## src/rtl/alu_pkg.sv

```systemverilog
// Shared ALU definitions: control codes from the ALU control decoder and
// the execute-stage ALU state encoding.
package alu_pkg;

    localparam logic [2:0] ALU_ADD = 3'b010;
    localparam logic [2:0] ALU_SUB = 3'b110;
    localparam logic [2:0] ALU_AND = 3'b000;
    localparam logic [2:0] ALU_OR  = 3'b001;
    localparam logic [2:0] ALU_MUL = 3'b111;

    typedef enum logic {
        IDLE = 1'b0,
        MUL  = 1'b1
    } alu_state_t;

endpackage

```

## src/rtl/mul_iter.sv

```systemverilog
// Iterative shift-add multiplier: one partial-product step per enabled edge.
// product_o is the accumulator value after the current step, so the caller
// can capture the final result on the same edge that performs the last step.
module mul_iter #(
    parameter int unsigned WIDTH = 32
) (
    input  logic             clk_i,
    input  logic             rst_i,
    input  logic             load_i,
    input  logic             step_i,
    input  logic [WIDTH-1:0] a_i,
    input  logic [WIDTH-1:0] b_i,
    output logic             done_o,
    output logic [WIDTH-1:0] product_o
);

    localparam int unsigned CNT_W = $clog2(WIDTH);

    logic [WIDTH-1:0] r_mcand;
    logic [WIDTH-1:0] r_mplier;
    logic [WIDTH-1:0] r_acc;
    logic [CNT_W-1:0] r_cnt;

    logic [WIDTH-1:0] w_addend;
    logic [WIDTH-1:0] w_acc_next;

    // Next accumulator value for the step in progress.
    always_comb begin
        w_addend   = r_mplier[0] ? r_mcand : '0;
        w_acc_next = r_acc + w_addend;
    end

    assign done_o    = (r_cnt == CNT_W'(WIDTH - 1));
    assign product_o = w_acc_next;

    // Operand latch on load, shift-add step otherwise.
    always_ff @(posedge clk_i) begin
        if (rst_i) begin
            r_mcand  <= '0;
            r_mplier <= '0;
            r_acc    <= '0;
            r_cnt    <= '0;
        end else if (load_i) begin
            r_mcand  <= a_i;
            r_mplier <= b_i;
            r_acc    <= '0;
            r_cnt    <= '0;
        end else if (step_i) begin
            r_acc    <= w_acc_next;
            r_mcand  <= r_mcand << 1;
            r_mplier <= r_mplier >> 1;
            r_cnt    <= r_cnt + CNT_W'(1);
        end
    end

endmodule

```

## src/rtl/alu_multicycle.sv

```systemverilog
// Execute-stage ALU: single-cycle ADD/SUB/AND/OR with registered result,
// plus a WIDTH-cycle iterative MUL that stalls the front end via busy_o.
module alu_multicycle
    import alu_pkg::*;
#(
    parameter int unsigned WIDTH = 32
) (
    input  logic             clk_i,
    input  logic             rst_i,
    input  logic             valid_i,
    input  logic             flush_i,
    input  logic [2:0]       ALUCtrl_i,
    input  logic [WIDTH-1:0] data1_i,
    input  logic [WIDTH-1:0] data2_i,
    output logic [WIDTH-1:0] data_o,
    output logic             zero_o,
    output logic             valid_o,
    output logic             busy_o
);

    alu_state_t       r_state;
    alu_state_t       w_state_next;
    logic             w_load;
    logic             w_step;
    logic             w_res_we;
    logic [WIDTH-1:0] w_res;
    logic [WIDTH-1:0] w_simple;
    logic             w_mul_done;
    logic [WIDTH-1:0] w_product;

    mul_iter #(
        .WIDTH (WIDTH)
    ) u_mul_iter (
        .clk_i     (clk_i),
        .rst_i     (rst_i),
        .load_i    (w_load),
        .step_i    (w_step),
        .a_i       (data1_i),
        .b_i       (data2_i),
        .done_o    (w_mul_done),
        .product_o (w_product)
    );

    // Single-cycle op datapath; unsupported codes yield zero.
    always_comb begin
        w_simple = '0;
        case (ALUCtrl_i)
            ALU_ADD: w_simple = data1_i + data2_i;
            ALU_SUB: w_simple = data1_i - data2_i;
            ALU_AND: w_simple = data1_i & data2_i;
            ALU_OR:  w_simple = data1_i | data2_i;
            default: w_simple = '0;
        endcase
    end

    // Next-state and result-write decode; flush beats issue and aborts MUL.
    always_comb begin
        w_state_next = r_state;
        w_load       = 1'b0;
        w_step       = 1'b0;
        w_res_we     = 1'b0;
        w_res        = w_simple;
        case (r_state)
            IDLE: begin
                if (valid_i && !flush_i) begin
                    if (ALUCtrl_i == ALU_MUL) begin
                        w_load       = 1'b1;
                        w_state_next = MUL;
                    end else begin
                        w_res_we = 1'b1;
                    end
                end
            end
            MUL: begin
                if (flush_i) begin
                    w_state_next = IDLE;
                end else begin
                    w_step = 1'b1;
                    if (w_mul_done) begin
                        w_res_we     = 1'b1;
                        w_res        = w_product;
                        w_state_next = IDLE;
                    end
                end
            end
            default: w_state_next = IDLE;
        endcase
    end

    // State register.
    always_ff @(posedge clk_i) begin
        if (rst_i) begin
            r_state <= IDLE;
        end else begin
            r_state <= w_state_next;
        end
    end

    // Output registers; data_o/zero_o hold between results.
    always_ff @(posedge clk_i) begin
        if (rst_i) begin
            data_o  <= '0;
            zero_o  <= 1'b1;
            valid_o <= 1'b0;
        end else begin
            valid_o <= w_res_we;
            if (w_res_we) begin
                data_o <= w_res;
                zero_o <= (w_res == '0);
            end
        end
    end

    assign busy_o = (r_state == MUL);

endmodule
```

## config.mk

```make
export PLATFORM = sky130hd
export DESIGN_NAME = alu_multicycle
export DESIGN_NICKNAME = d
export VERILOG_FILES = /design/src/rtl/alu_pkg.sv /design/src/rtl/mul_iter.sv /design/src/rtl/alu_multicycle.sv
export SDC_FILE = /design/constraint.sdc
export NUM_CORES = 1
export LEC_CHECK = 0
export CELL_PAD_IN_SITES_DETAIL_PLACEMENT = 1
export CELL_PAD_IN_SITES_GLOBAL_PLACEMENT = 1
export CORE_UTILIZATION = 39
export CTS_CLUSTER_SIZE = 20
export DETAILED_ROUTE_END_ITERATION = 7
export PLACE_DENSITY_LB_ADDON = 0.2
export SLEW_MARGIN = 20
export SYNTH_ARGS = -nofsm -noshare
export SYNTH_HDL_FRONTEND = slang
export SYNTH_SLANG_ARGS = --single-unit
export TNS_END_PERCENT = 5
```

## constraint.sdc

```tcl
create_clock -name clk_i -period 5.4 [get_ports clk_i]
set_input_delay 1.62 -clock clk_i [delete_from_list [all_inputs] [get_ports clk_i]]
set_output_delay 1.62 -clock clk_i [all_outputs]
set_load 0.01 [all_outputs]
```

==> summary.txt, run 1 <==
STA
  • Finish-stage setup viols: 4
  • Final Slew Violations: 0
  • Worst-Margin Slew: 0.731 ns
  • Share of the clock period used by the worst path: 1.07
  • RSZ-0062 raised after global routing: true
  • Clock Skew: 0.0108 ns
  • Worst slew margin relative to its limit: 0.513
  • Timing-limited maximum frequency: 173 MHz
  • Number of endpoints with negative hold slack in the final report: 0
  • Shortest clock period the worst path allows after layout: 5.77 ns
  • Fin worst setup slack: -0.370 ns

Layout
  • NumNets Final: 1,829
  • Utilization after layout: 0.543
  • Antenna diode instance count: 0
  • Ratio of cells with drive above 1 in the final layout: 0.217
  • Post-synthesis to final-layout area growth: 36.8%

Placement
  • HPWL reported at the end of detailed placement: 33,000 microns
  • Port bufs: 105
  • Routability-driven placement congestion ratio: 0.939
  • Place WS: -1.04 ns

Power
  • Psw: 1.07 mW
  • Power share of the sequential group: 0.313
  • Worst IR drop on VDD: 0.175 mV
  • Power per cell area: 228 mW/mm^2
  • Switching Share: 0.321
  • Fraction of power consumed by the clock network: 0.389
  • Leakage power summed over all cells: 5.96 nW
  • Part of the total power dissipated in combinational logic: 0.298
  • Internal power: 2.26 mW
  • Total power: 3.34 mW

Yosys
  • Adder-cell share of the synthesized area: 0.106
  • Net count of the mapped netlist: 1,571
  • Leading post-synthesis cells by cell area: sky130_fd_sc_hd__dfxtp_1 (25%), sky130_fd_sc_hd__ha_1 (7.8%), sky130_fd_sc_hd__nand2_1 (7.5%)
  • Async set-or-reset flop fraction in the synthesized netlist: 0
  • Cell count after synthesis: 1,431
  • Synth cell types: 86
  • Share of synthesized cell area in and, or, nand and nor gates: 0.247
  • Most area-hungry cell type in the Yosys netlist: sky130_fd_sc_hd__dfxtp_1
  • Most common flop cell mapped by yosys: sky130_fd_sc_hd__dfxtp_1
  • Xor/xnor cell area share of the yosys netlist: 0.0654
  • Dominant combinational cell family by area after synthesis: compound AO/OA/AOI/OAI gates
  • Mean Syn Cell Area: 7.47 sq um
  • Fraction of post-synthesis cell area in the top cell type by area: 0.255
  • Share of the yosys chip area belonging to registers: 0.255
  • Number of synthesized register bits: 136
  • EDFF count, synth: 0
  • Number of warnings reported in the yosys synthesis log: 0
  • Multiplexer share of the synthesized area: 0.0142
  • Netlist area before placement: 0.0107 sq mm
  • Post-synthesis compound-gate area fraction: 0.272

Drt
  • Final routed DRC violation total: 0
  • Via Count: 12.2k
  • Drt total wl: 45,200 microns
  • Starting DRC count in detailed routing: 978
  • Wire length per cell: 22.1 microns
  • Via density: 5.97
  • Number of routed nets with antenna violations: 0
  • Iteration count of the initial detailed-routing pass: 5

Worst setup path
  • Worst r2r dst: zero_o$_SDFFE_PP1P_
  • Required @ worst endpoint: 5.75 ns
  • Element type at the critical path start: input pin
  • Chain of cells forming the critical path: clkdlybuf4s50_1 > nor2b_4 > nand2_1 > buf_4 > buf_4 > o21ai_1 > xor2_1 > ha_1 > nor3_2 > nor3_2 > a221o_1 > and3_4 > nor3_4 > buf_6 > a21oi_4 > a41o_1 > mux2i_1 > o21ai_1 > or4_1 > o31ai_1
  • Crit path capture type: flop
  • Critical path's slowest cell: sky130_fd_sc_hd__or4_1
  • Beginning of the worst register-to-register path: u_mul_iter.r_mplier[0]$_SDFFE_PP0P_
  • Number of cell instances on the worst register-to-register path: 14
  • CP max stage delay: 0.53 ns
  • Arrival @ worst endpoint: 6.12 ns
  • Setup slack, reg-to-reg: 0.89 ns
  • Classification of the worst setup path: input pin to flop
  • Max Fanout on Critical Path: 7

Global route
  • Antenna violations before repair: 2
  • Total congestion overflow after global routing: 0
  • First-pass GRT wire length: 69,500 microns
  • Combined global-route utilization of all metal layers: 0.317
  • Pin count of the biggest net entering global routing: 64
  • Vias in the first global route: 12.4k

Floorplanning
  • Floorplan die width: 168 microns
  • Effective utilization at floorplan: 0.397
  • Total number of placement rows: 60
  • Die outline height: 168 microns
  • Number of primary I/O pins: 106
  • Core Footprint: 0.0270 sq mm
  • Area of the die: 0.0281 sq mm

Clocking
  • H-tree levels: 4
  • Post-CTS Hold Fix Bufs: 0
  • Total clock sinks: 136
  • Skew-Pair Late Insertion Delay: 0.44 ns
  • Reg clk slew, reported paths: 0.06 ns
  • CTS tree: built
  • Maximum clock insertion buffer count: 2
  • Root buffer cell: sky130_fd_sc_hd__clkbuf_16
  • Number of CTS-inserted buffers: 17

Status
  • Violated checks: setup timing
  • Outcome: complete, but fails checks

Min path
  • Hold Path Cell Cnt: 2
  • WHS Endpoint: u_mul_iter.r_mplier[17]$_SDFFE_PP0P_
  • HP Start: u_mul_iter.r_mplier[17]$_SDFFE_PP0P_
  • Worst hold-check path type: flop to flop

Run
  • Maximum Capacitance Violations: 0
[placed cells by master (no fill, tap or decap), drive strengths merged, types with 13 or more instances in the layout]
cell type / count
nand2: 214
nor2: 148
clkdlybuf4s50: 91
dfxtp: 136
nand3: 24
o21ai: 50
ha: 67
nand2b: 20
inv: 24
clkbuf: 22
a211oi: 24
a22oi: 36
nor2b: 14
a21oi: 150
xor2: 48
xnor2: 31
buf: 231
and3: 15
o31ai: 13
a21o: 18
and2: 38
maj3: 25
a311oi: 35
nor3: 31
mux2i: 14
[sequential cells by signal, indices dropped and copies added (netlist names)]
register and count:
data_o 32, u_mul_iter.r_acc 32, u_mul_iter.r_mcand 32, zero_o 1, valid_o 1, busy_o 1
u_mul_iter.r_cnt 5, u_mul_iter.r_mplier 32
[power groups by stage]
stage / clock (mW) / combinational, mW / sequential [mW]
floorplan: 0 / 0.404 / 1.07
global placement: 0 / 0.824 / 1.07
detailed placement: 0 / 0.847 / 1.07
CTS: 1.31 / 0.913 / 1.04
global route: 1.35 / 1.05 / 1.05
finish: 1.30 / 0.993 / 1.04
[through the flow]
| stage | instance area (sq um) | TNS (ns) | hold WS, ns | instances |
|---|---|---|---|---|
| after detailed placement | 13400 | -7.68 | 0.450 | 1987 |
| after CTS | 14400 | -0.266 | 0.460 | 2031 |
| after global placement | 13400 | -5.83 | 0.441 | 1987 |
| after floorplan | 10700 | -0.225 | 0.436 | 1431 |
| final | 14600 | -1.08 | 0.456 | 2043 |
| after global routing | 14600 | -1.78 | 0.474 | 2043 |
[worst max path at each step]
stage / start / end / slack [ns] / depth (start not counted)
floorplan: data2_i[10] / zero_o$_SDFFE_PP1P_ / -0.20 / 17
global placement: data2_i[5] / zero_o$_SDFFE_PP1P_ / -0.94 / 20
detailed placement: data2_i[1] / data_o[30]$_SDFFE_PP0P_ / -1.04 / 21
CTS: data2_i[8] / zero_o$_SDFFE_PP1P_ / -0.17 / 18
global route: ALUCtrl_i[1] / zero_o$_SDFFE_PP1P_ / -0.52 / 20
finish: ALUCtrl_i[1] / zero_o$_SDFFE_PP1P_ / -0.37 / 20
[layer usage]
layer,GRT usage,share of wire
met1,0.426,0.45
met2,0.512,0.46
met3,0.0482,0.056
met4,0.112,0.029
met5,0,0
[cell families after synthesis]
kind of cell	count (synthesis)
AND/OR/NAND/NOR	566
AO/OA/AOI/OAI	428
flip-flops	136
buffers and inverters	113
adder cells (fa/ha/maj)	94
XOR/XNOR	79
multiplexers	15
[what timing repair did]
action | CTS | global route
endpoints found under the setup margin | 9 | 6
resized for setup | 90 | 44
buffers inserted | 12 | 13
pin swaps | 46 | 48
[synth_stat cells, types with 15 or more instances]
cell / number
sky130_fd_sc_hd__nand2_1: 214
sky130_fd_sc_hd__a22oi_1: 36
sky130_fd_sc_hd__clkbuf_1: 75
sky130_fd_sc_hd__nor2_1: 148
sky130_fd_sc_hd__o21ai_0: 48
sky130_fd_sc_hd__maj3_1: 25
sky130_fd_sc_hd__a21oi_1: 148
sky130_fd_sc_hd__nand2b_1: 20
sky130_fd_sc_hd__a211oi_1: 22
sky130_fd_sc_hd__a21o_1: 18
sky130_fd_sc_hd__xor2_1: 48
sky130_fd_sc_hd__a311oi_1: 35
sky130_fd_sc_hd__and2_1: 38
sky130_fd_sc_hd__xnor2_1: 30
sky130_fd_sc_hd__inv_1: 20
sky130_fd_sc_hd__dfxtp_1: 136
sky130_fd_sc_hd__ha_1: 67
sky130_fd_sc_hd__nor3_1: 29
sky130_fd_sc_hd__nand3_1: 24
sky130_fd_sc_hd__and3_1: 15
[area by class of cell]
cell class | count | area, sq um
Multi-Input combinational cell | 1182 | 8000
Fill cell | 3275 | 12300
Sequential cell | 136 | 2720
Clock buffer | 19 | 453
Inverter | 20 | 75.1
Tap cell | 341 | 427
Clock inverter | 13 | 168
Timing Repair Buffer | 332 | 2790
[critical path: cells and delay by family]
family                     cells  cell delay [ns]
xor gates and xnor gates       1             0.23
adders and majority gates      1             0.30
AOI/OAI and AO/OA              6             1.08
muxes                          1             0.17
and+or+nand+nor                7             1.73
buffers and inverters          4             0.98
(Power assumes the default switching activity.)
==> run 2: changes to the inputs <==
Settings changed: HOLD_SLACK_MARGIN from default to 0.12.
==> results of run 2 <==
Same layout as run 1: the final DEF is identical, and so are final timing and power.
==> run 3: changes to the inputs <==
--- a/config.mk
+++ b/config.mk
@@ -11,4 +11,5 @@
 export CTS_CLUSTER_SIZE = 20
 export DETAILED_ROUTE_END_ITERATION = 7
+export GPL_TIMING_DRIVEN = 0
 export HOLD_SLACK_MARGIN = 0.12
 export PLACE_DENSITY_LB_ADDON = 0.2
==> constraint.sdc (replaced) <==
create_clock -name clk_i -period 5.4 [get_ports clk_i]
set_input_delay 1.08 -clock clk_i [delete_from_list [all_inputs] [get_ports clk_i]]
set_output_delay 1.08 -clock clk_i [all_outputs]
set_load 0.01 [all_outputs]
==> summary.txt, run 3 (synthesized netlist as in run 1, its figures left out) <==
Status
  • Outcome: finished clean (was complete, but fails checks)

Min path
  • HP Start: data_o[22]$_SDFFE_PP0P_ (was u_mul_iter.r_mplier[17]$_SDFFE_PP0P_)
  • WHS Endpoint: data_o[22]$_SDFFE_PP0P_ (was u_mul_iter.r_mplier[17]$_SDFFE_PP0P_)
  • Worst hold-check path type: flop to flop (unchanged)
  • Hold Path Cell Cnt: 2 (unchanged)

Power
  • Worst IR drop on VDD: 0.209 mV (was 0.175 mV)
  • Part of the total power dissipated in combinational logic: 0.255 (was 0.298)
  • Switching Share: 0.350 (was 0.321)
  • Psw: 1.06 mW (was 1.07 mW)
  • Leakage power summed over all cells: 5.05 nW (was 5.96 nW)
  • Internal power: 1.97 mW (was 2.26 mW)
  • Power share of the sequential group: 0.344 (was 0.313)
  • Total power: 3.04 mW (was 3.34 mW)
  • Fraction of power consumed by the clock network: 0.401 (was 0.389)
  • Power per cell area: 228 mW/mm^2 (about the same)

Worst setup path
  • Required @ worst endpoint: 5.77 ns (was 5.75 ns)
  • Number of cell instances on the worst register-to-register path: 16 (was 14)
  • Worst r2r dst: zero_o$_SDFFE_PP1P_ (unchanged)
  • Setup slack, reg-to-reg: 0.45 ns (was 0.89 ns)
  • Max Fanout on Critical Path: 7 (unchanged)
  • Element type at the critical path start: input pin (unchanged)
  • Crit path capture type: flop (unchanged)
  • Beginning of the worst register-to-register path: u_mul_iter.r_mplier[0]$_SDFFE_PP0P_ (unchanged)
  • Arrival @ worst endpoint: 5.70 ns (was 6.12 ns)
  • Classification of the worst setup path: input pin to flop (unchanged)

Placement
  • Post-Place Cells: 1,874 (was 1,987)
  • Port bufs: 102 (was 105)
  • HPWL reported at the end of detailed placement: 35,800 microns (was 33,000 microns)
  • Routability-driven placement congestion ratio: 0.946 (was 0.939)
  • Cell area reported after detailed placement: 0.0121 sq mm (was 0.0134 sq mm)

Drt
  • Drt total wl: 45,800 microns (was 45,200 microns)
  • Starting DRC count in detailed routing: 878 (was 978)
  • Iteration count of the initial detailed-routing pass: 5 (unchanged)
  • Number of routed nets with antenna violations: 0 (unchanged)
  • Final routed DRC violation total: 0 (unchanged)
  • Via Count: 11.8k (was 12.2k)
  • Via density: 6.11 (was 5.97)
  • Wire length per cell: 23.8 microns (was 22.1 microns)

Layout
  • Post-synthesis to final-layout area growth: 24.5% (was 36.8%)
  • Antenna diode instance count: 0 (unchanged)
  • Most common cell after layout, fill and taps aside: sky130_fd_sc_hd__nand2_1 (was sky130_fd_sc_hd__buf_4)
  • Post-route cell area: 0.0133 sq mm (was 0.0146 sq mm)
  • NumNets Final: 1,712 (was 1,829)
  • Count of fill cells added during filler insertion: 3,328 (was 3,275)
  • Ratio of cells with drive above 1 in the final layout: 0.103 (was 0.217)
  • Commonest cells after routing, fill and taps aside: sky130_fd_sc_hd__nand2_1 (211), sky130_fd_sc_hd__nor2_1 (147), sky130_fd_sc_hd__a21oi_1 (138), sky130_fd_sc_hd__dfxtp_1 (136), sky130_fd_sc_hd__clkdlybuf4s50_1 (86) (was sky130_fd_sc_hd__buf_4 (218), sky130_fd_sc_hd__nand2_1 (209), sky130_fd_sc_hd__nor2_1 (145), sky130_fd_sc_hd__dfxtp_1 (136), sky130_fd_sc_hd__a21oi_1 (134))
  • Utilization after layout: 0.494 (was 0.543)
  • Post-route non-filler standard cell count: 1,926 (was 2,043)

STA
  • Timing-limited maximum frequency: 187 MHz (was 173 MHz)
  • Clock Skew: 0.0126 ns (was 0.0108 ns)
  • Finish-stage setup viols: 0 (was 4)
  • Share of the clock period used by the worst path: 0.988 (was 1.07)
  • Final Slew Violations: 0 (unchanged)
  • Worst slew margin relative to its limit: 0.418 (was 0.513)
  • Worst hold slack: 0.456 ns (about the same)
  • Worst-Margin Slew: 0.872 ns (was 0.731 ns)
  • Shortest clock period the worst path allows after layout: 5.34 ns (was 5.77 ns)
  • Number of endpoints with negative hold slack in the final report: 0 (unchanged)

Clocking
  • Number of CTS-inserted buffers: 17 (unchanged)
  • H-tree levels: 4 (unchanged)
  • Maximum clock insertion buffer count: 2 (unchanged)
  • CTS tree: built (unchanged)
  • Total clock sinks: 136 (unchanged)
  • Skew-Pair Late Insertion Delay: 0.45 ns (was 0.44 ns)
  • Reg clk slew, reported paths: 0.07 ns (was 0.06 ns)
  • Root buffer cell: sky130_fd_sc_hd__clkbuf_16 (unchanged)

Floorplanning
  • Area of the die: 0.0281 sq mm (unchanged)
  • Number of primary I/O pins: 106 (unchanged)
  • Core Footprint: 0.0270 sq mm (unchanged)
  • Floorplan die width: 168 microns (unchanged)
  • Total number of placement rows: 60 (unchanged)
  • Die outline height: 168 microns (unchanged)
  • Effective utilization at floorplan: 0.397 (unchanged)

Global route
  • Combined global-route utilization of all metal layers: 0.326 (was 0.317)
  • Total congestion overflow after global routing: 0 (unchanged)
  • Pin count of the biggest net entering global routing: 17 (was 64)
  • Antenna violations before repair: 0 (was 2)
  • Vias in the first global route: 11.8k (was 12.4k)
  • First-pass GRT wire length: 69,100 microns (was 69,500 microns)

Run
  • Maximum Capacitance Violations: 0 (unchanged)
## run 3: how the worst max path moves through the flow
| stage | start | to | slack, ns | depth (start not counted) |
|---|---|---|---|---|
| final | data2_i[2] | zero_o$_SDFFE_PP1P_ | 0.06 | 19 |
| after global routing | data2_i[2] | zero_o$_SDFFE_PP1P_ | -0.11 | 19 |
| after CTS | data2_i[10] | zero_o$_SDFFE_PP1P_ | 0.01 | 18 |
| after detailed placement | ALUCtrl_i[1] | zero_o$_SDFFE_PP1P_ | -1.78 | 19 |
| after global placement | ALUCtrl_i[1] | zero_o$_SDFFE_PP1P_ | -1.78 | 19 |
| after floorplan | data2_i[5] | zero_o$_SDFFE_PP1P_ | 0.16 | 18 |
## run 3: through the flow
step                      setup slack, ns  TNS, ns
after global placement              -1.78   -18.18
after floorplan                     0.161        0
final                              0.0631        0
after detailed placement            -1.78   -19.57
after CTS                          0.0111        0
after global routing               -0.107   -0.127
## run 3: timing repair
action | CTS | global route
setup buffers | 5 | 16
setup endpoints to repair | 20 | 3
pin swaps | 9 | 25
resized for setup | 69 | 80
gates cloned | 0 | 0
hold buffers | 0 | 0
## run 3: layout make-up
class,count,area [sq um],area share
Buffer,92,370,0.0278
Clock buffer,18,439,0.0330
Clock inverter,14,145,0.0109
Inverter,20,75.1,0.00564
Multi-Input combinational cell,1182,8010,0.602
Sequential cell,136,2720,0.205
Tap cell,341,427,0.0320
Timing Repair Buffer,123,1120,0.0845
## run 3: power by group through the flow
stage          Combinational [mW]  Clock, mW  Sequential [mW]
5_1_grt                     0.825       1.27             1.05
4_1_cts                     0.703       1.23             1.05
2_1_floorplan               0.401          0             1.07
6_report                    0.774       1.22             1.05
3_3_place_gp                0.655          0             1.07
3_5_place_dp                0.664          0             1.07
## run 3: worst max-delay path: stages
cell                            delay [ns]
sky130_fd_sc_hd__dlygate4sd2_1        0.30
sky130_fd_sc_hd__or3_4                0.44
sky130_fd_sc_hd__nor3_4               0.24
sky130_fd_sc_hd__buf_4                0.18
sky130_fd_sc_hd__nand2_2              0.08
sky130_fd_sc_hd__o41ai_2              0.29
sky130_fd_sc_hd__xor2_1               0.31
sky130_fd_sc_hd__ha_4                 0.28
sky130_fd_sc_hd__a21oi_2              0.19
sky130_fd_sc_hd__o211a_1              0.21
sky130_fd_sc_hd__o31ai_2              0.11
sky130_fd_sc_hd__a221o_1              0.38
sky130_fd_sc_hd__a21oi_2              0.19
sky130_fd_sc_hd__mux2i_1              0.21
sky130_fd_sc_hd__a21oi_1              0.11
sky130_fd_sc_hd__o22ai_2              0.22
sky130_fd_sc_hd__nand4_1              0.14
sky130_fd_sc_hd__or4_1                0.50
sky130_fd_sc_hd__o31ai_1              0.23
## run 3: layer usage
metal | global-route usage | wire length, microns | vias up | share of wire
met2 | 0.526 | 20900 | 381 | 0.46
met3 | 0.0643 | 2720 | 103 | 0.059
met5 | 0 | 0 | - | 0
li1 | - | - | 5481 | -
met1 | 0.420 | 20200 | 5812 | 0.44
met4 | 0.144 | 1930 | 0 | 0.042
